**config.mk**
```make
export PLATFORM = sky130hd
export DESIGN_NAME = audio_note_sequencer
export DESIGN_NICKNAME = d
export VERILOG_FILES = /design/src/rtl/audio_note_sequencer.sv
export SDC_FILE = /design/constraint.sdc
export NUM_CORES = 1
export LEC_CHECK = 0
export CAP_MARGIN = 5
export CORE_MARGIN = 5
export CORE_UTILIZATION = 30
export DETAILED_ROUTE_END_ITERATION = 7
export GPL_ROUTABILITY_DRIVEN = 0
export HOLD_SLACK_MARGIN = 0.03
export PLACE_DENSITY = 0.48
export SYNTH_ARGS = -nofsm -noshare
export SYNTH_HDL_FRONTEND = slang
export SYNTH_SLANG_ARGS = --single-unit
```
**constraint.sdc**
```tcl
create_clock -name CLOCK_50 -period 3.6 [get_ports CLOCK_50]
set_input_delay 0.9 -clock CLOCK_50 [delete_from_list [all_inputs] [get_ports CLOCK_50]]
set_output_delay 0.9 -clock CLOCK_50 [all_outputs]
set_load 0.005 [all_outputs]
```
**src/rtl/audio_note_sequencer.sv**
```systemverilog
// Square-wave melody player: walks a note table in synchronous memory and feeds
// one sample per accepted write into the audio controller FIFO.
//
//  state | meaning
//  IDLE  | waiting for start, no writes
//  FETCH | note_rd high, memory read in flight
//  LOAD  | capture entry, decide play / end marker
//  PLAY  | one sample per accepted write until the note's sample budget runs out
//  NEXT  | advance address or treat the last address as an end marker
module audio_note_sequencer #(
    parameter int          ADDR_W       = 10,
    parameter logic [31:0] AMPLITUDE    = 32'd10000000,
    parameter int          UNIT_SAMPLES = 4800
) (
    input  logic              CLOCK_50,
    input  logic              reset,
    input  logic              start,
    input  logic              stop,
    input  logic              loop_en,
    input  logic              mute,
    output logic [ADDR_W-1:0] note_addr,
    output logic              note_rd,
    input  logic [15:0]       note_data,
    input  logic              audio_out_allowed,
    output logic              write_audio_out,
    output logic [31:0]       left_channel_audio_out,
    output logic [31:0]       right_channel_audio_out,
    output logic              busy,
    output logic              done
);

    localparam int                SL_W      = $clog2(255 * UNIT_SAMPLES + 1);
    localparam logic [ADDR_W-1:0] LAST_ADDR = '1;
    localparam logic [31:0]       NEG_AMP   = -AMPLITUDE;

    typedef enum logic [2:0] {
        S_IDLE,
        S_FETCH,
        S_LOAD,
        S_PLAY,
        S_NEXT
    } state_t;

    state_t          state;
    logic [7:0]      half_period;
    logic [7:0]      half_cnt;
    logic [SL_W-1:0] samples_left;
    logic            phase_neg;
    logic [31:0]     sample;
    logic            half_wrap;

    function automatic logic [31:0] sample_val(input logic muted, input logic [7:0] hp,
                                               input logic neg);
        logic [31:0] v;
        if (muted || hp == 8'd0)
            v = '0;
        else if (neg)
            v = NEG_AMP;
        else
            v = AMPLITUDE;
        return v;
    endfunction

    assign write_audio_out         = (state == S_PLAY) && audio_out_allowed && !stop;
    assign busy                    = (state != S_IDLE);
    assign left_channel_audio_out  = sample;
    assign right_channel_audio_out = sample;
    assign half_wrap               = (half_cnt == half_period - 8'd1);

    always_ff @(posedge CLOCK_50 or posedge reset) begin
        if (reset) begin
            state        <= S_IDLE;
            note_addr    <= '0;
            note_rd      <= 1'b0;
            done         <= 1'b0;
            sample       <= '0;
            half_period  <= '0;
            half_cnt     <= '0;
            samples_left <= '0;
            phase_neg    <= 1'b0;
        end else begin
            note_rd <= 1'b0;
            done    <= 1'b0;
            if (stop) begin
                state     <= S_IDLE;
                note_addr <= '0;
                sample    <= '0;
            end else begin
                case (state)
                    S_IDLE: begin
                        if (start) begin
                            note_addr <= '0;
                            note_rd   <= 1'b1;
                            state     <= S_FETCH;
                        end
                    end
                    S_FETCH: state <= S_LOAD;
                    S_LOAD: begin
                        half_period <= note_data[15:8];
                        if (note_data[7:0] == 8'd0) begin
                            if (loop_en) begin
                                note_addr <= '0;
                                note_rd   <= 1'b1;
                                state     <= S_FETCH;
                            end else begin
                                done   <= 1'b1;
                                sample <= '0;
                                state  <= S_IDLE;
                            end
                        end else begin
                            samples_left <= SL_W'(note_data[7:0]) * SL_W'(UNIT_SAMPLES);
                            half_cnt     <= '0;
                            phase_neg    <= 1'b0;
                            // first sample must already be on the bus in the first PLAY cycle
                            sample       <= sample_val(mute, note_data[15:8], 1'b0);
                            state        <= S_PLAY;
                        end
                    end
                    S_PLAY: begin
                        if (write_audio_out) begin
                            samples_left <= samples_left - SL_W'(1);
                            if (half_wrap) begin
                                half_cnt  <= '0;
                                phase_neg <= ~phase_neg;
                                sample    <= sample_val(mute, half_period, ~phase_neg);
                            end else begin
                                half_cnt <= half_cnt + 8'd1;
                                sample   <= sample_val(mute, half_period, phase_neg);
                            end
                            if (samples_left == SL_W'(1))
                                state <= S_NEXT;
                        end
                    end
                    S_NEXT: begin
                        if (note_addr == LAST_ADDR) begin
                            if (loop_en) begin
                                note_addr <= '0;
                                note_rd   <= 1'b1;
                                state     <= S_FETCH;
                            end else begin
                                done   <= 1'b1;
                                sample <= '0;
                                state  <= S_IDLE;
                            end
                        end else begin
                            note_addr <= note_addr + 1'b1;
                            note_rd   <= 1'b1;
                            state     <= S_FETCH;
                        end
                    end
                    default: state <= S_IDLE;
                endcase
            end
        end
    end

endmodule

```
==> results.json, run 1 <==
{
  "vias": 5379,
  "cap_violations": 0,
  "core_sq_mm": 0.0197,
  "crit_arrival_ns": 3.90,
  "clk_pin_slew_worst_paths_ns": 0.06,
  "r2r_start": "half_period[2]",
  "reg2reg_depth": 9,
  "worstMarginPinSlew_ns": 0.731,
  "path_class": "primary input to register",
  "drt_iter0_drc": 222,
  "design_area_sq_mm": 0.00782,
  "synthFlopType": "dfrtp_1",
  "holdWs_ns": 0.511,
  "final_core_util_pct": 39.8,
  "drt_wl_total_um": 16000,
  "worstSkewPairLatency_ns": 0.35,
  "globalRouteOverflowTotal": 0,
  "max_clock_freq_mhz": 274,
  "place_ws_ns": -0.891,
  "nNetsFinal": 878,
  "place_inst": 1057,
  "synth.most_common_cell": "dfrtp_1",
  "rsz0062_at_grt": "yes",
  "synth_area_per_cell_sq_um": 8.55,
  "htree_levels": 3,
  "ys_seq_area_share_pct": 35.3,
  "tritoncts": "done",
  "fin_crit_ns": 3.64,
  "ys_warn_count": 0,
  "critPathCapture": "samples_left[18]",
  "cts_buffers": 9,
  "ioPinCount": 101,
  "drive_above_1_share_pct": 13.2,
  "setup_viol": 3,
  "hold_path.class": "register to register",
  "grt_max_degree": 44,
  "setup_tns_ns": -0.109,
  "cp-start-kind": "primary input",
  "clock_sinks": 85,
  "pwr-share-seq_pct": 37.2,
  "grt_antenna_before_repair": 1,
  "final_max_slew_viol_count": 0,
  "r2r_slack_ns": 0.81,
  "timing.final.ws_setup_ns": -0.0434,
  "syn2layout_area_growth_pct": 29.7,
  "power_report.internal_total_mw": 2.26,
  "cp-end-kind": "register",
  "p_switching_mw": 1.29,
  "period_share_pct": 101,
  "skew_ns": 0.00988,
  "post-route-drc-count": 0,
  "ys_async_sr_fraction_pct": 100,
  "instances_no_fill": 1074,
  "max_slew_margin_pct": 50.8,
  "synth-seq-cells": 85,
  "grt_pass1_vias": 5202,
  "power.density_mw_per_mm2": 454,
  "port_buffers": 100,
  "synth_edf_count": 0,
  "synth_area_leader_cell": "dfrtp_1",
  "ant_nets": 0,
  "n_antenna_cell": 0,
  "reg2reg_to": "left_channel_audio_out[31]",
  "synth.distinct_cells": 67,
  "dp_hpwl_um": 12200,
  "p_leak_nw": 3.36,
  "yosys-top-cells-count": "85 x dfrtp_1, 71 x nand2_1, 62 x a21oi_1",
  "gr-usage-all-layers_pct": 14.0,
  "grt_first_pass_wirelength_um": 26200,
  "wl_per_cell_um": 14.9,
  "ys_top_cells_by_area": "dfrtp_1 35%, ha_1 9.1%, a21oi_1 5.1%",
  "root_buffer": "clkbuf_16",
  "die_x_um": 152,
  "syn_inst": 705,
  "p_comb_share_pct": 36.1,
  "vdd.ir_drop.worst_mv": 0.188,
  "yosysTopAreaCellShare_pct": 35.3,
  "clockBufferDepth": 2,
  "finalHoldViolCount": 0,
  "crit_start": "note_data[4]",
  "netlist_area_sq_mm": 0.00603,
  "violations": "setup timing",
  "clockPowerShare_pct": 26.7,
  "status": "finished with violations",
  "switching_share_pct": 36.3,
  "num_rows": 51,
  "synthesis.nets": 779,
  "cp_max_fo": 4,
  "dpl_cell_area_sq_mm": 0.00744,
  "cts_hold_buf": 0,
  "die-area_sq_mm": 0.0230,
  "total_power_mw": 3.55,
  "die_h_um": 152,
  "drtPass1Iterations": 5,
  "start_util_pct": 30.7,
  "required_ns": 3.86,
  "vias_per_cell": 5.01
}
cells by family after synthesis:
family / Yosys count / share of synthesized area [%]
AOI/OAI and AO/OA: 199 / 19.8
xor gates and xnor gates: 20 / 3.03
adders and majority gates: 51 / 11.5
buffers and inverters: 95 / 8.39
DFF: 85 / 35.3
muxes: 9 / 1.70
and+or+nand+nor: 246 / 20.3
what timing repair did:
| action | CTS | global route |
|---|---|---|
| setup endpoints to repair | 7 | 5 |
| resized for setup | 24 | 12 |
| buffers inserted | 1 | 1 |
| pin swaps | 17 | 14 |
final cells by class:
cell class | count | area (sq um)
Timing Repair Buffer | 150 | 1400
Inverter | 33 | 125
Clock inverter | 7 | 73.8
Fill cell | 1993 | 11800
Clock buffer | 9 | 225
Sequential cell | 85 | 2130
Tap cell | 265 | 332
Multi-Input combinational cell | 525 | 3540
worst max-delay path, stage by stage:
cell and delay (ns):
buf_8 0.10, ha_4 0.23, ha_4 0.26, inv_2 0.03, fa_1 0.45, fa_1 0.51
inv_2 0.05, ha_4 0.26, o21a_1 0.12, o21a_1 0.15, nor2_2 0.06, a311oi_4 0.34
o211ai_1 0.12, o41a_1 0.13, o2111ai_1 0.18
registers in the layout, indices dropped and copies added (netlist names):
register / count
left_channel_audio_out: 32
samples_left: 21
note_addr: 10
half_cnt: 8
half_period: 8
state: 3
done: 1
note_rd: 1
phase_neg: 1
metal layers:
metal  global-route usage (%)  vias up  share of wire, %
li1                         -     2657                 -
met1                     18.3     2592                46
met2                     23.5      116                48
met3                     2.20       12               4.8
met4                     4.58        2               1.2
met5                        0        -             0.081
cell usage in the layout, fill, tap and decap left out, types with 4 or more instances in the layout:
master and n:
buf_4 48, mux2_2 7, nor3_1 15, nor3b_1 6, xnor2_1 6, o21ai_1 13
fa_1 7, o22ai_1 5, o211ai_1 4, ha_4 7, or2_2 4, nor2b_1 15
and3_1 8, ha_1 37, o21a_1 10, and2b_1 4, nand3b_1 6, or3_1 5
o31ai_1 5, and2_1 10, inv_1 30, a32oi_1 5, nor2_1 60, clkdlybuf4s50_1 92
xor2_1 13, nand2_1 71, a21oi_1 61, clkbuf_16 9, o21ai_0 58, nor4_1 12
dfrtp_1 85, nand2b_1 7, nand3_1 11
worst min-delay path by stage:
stage / end / startpoint / cells after the start / slack, ns
3_3_place_gp: samples_left[9] / samples_left[9] / 2 / 0.47
2_1_floorplan: samples_left[9] / samples_left[9] / 2 / 0.45
3_5_place_dp: samples_left[12] / samples_left[12] / 2 / 0.50
4_1_cts: samples_left[12] / samples_left[12] / 2 / 0.52
6_report: left_channel_audio_out[2] / left_channel_audio_out[2] / 1 / 0.51
5_1_grt: left_channel_audio_out[6] / left_channel_audio_out[6] / 1 / 0.54
power groups by stage:
stage / clock [mW] / sequential (mW) / combinational [mW]
global placement: 0 / 1.33 / 1.21
finish: 0.948 / 1.32 / 1.28
global route: 1.02 / 1.35 / 1.45
CTS: 0.977 / 1.32 / 1.27
detailed placement: 0 / 1.33 / 1.24
floorplan: 0 / 1.27 / 0.895
No activity file was read; power rests on OpenSTA's default activity.
==> run 2: changes to the inputs <==
--- a/config.mk
+++ b/config.mk
@@ -9,7 +9,6 @@
 export CORE_MARGIN = 5
 export CORE_UTILIZATION = 30
 export DETAILED_ROUTE_END_ITERATION = 7
-export GPL_ROUTABILITY_DRIVEN = 0
 export HOLD_SLACK_MARGIN = 0.03
 export PLACE_DENSITY = 0.48
 export SYNTH_ARGS = -nofsm -noshare
==> results of run 2 <==
The final DEF is identical to that of run 1; final timing and power are the same.
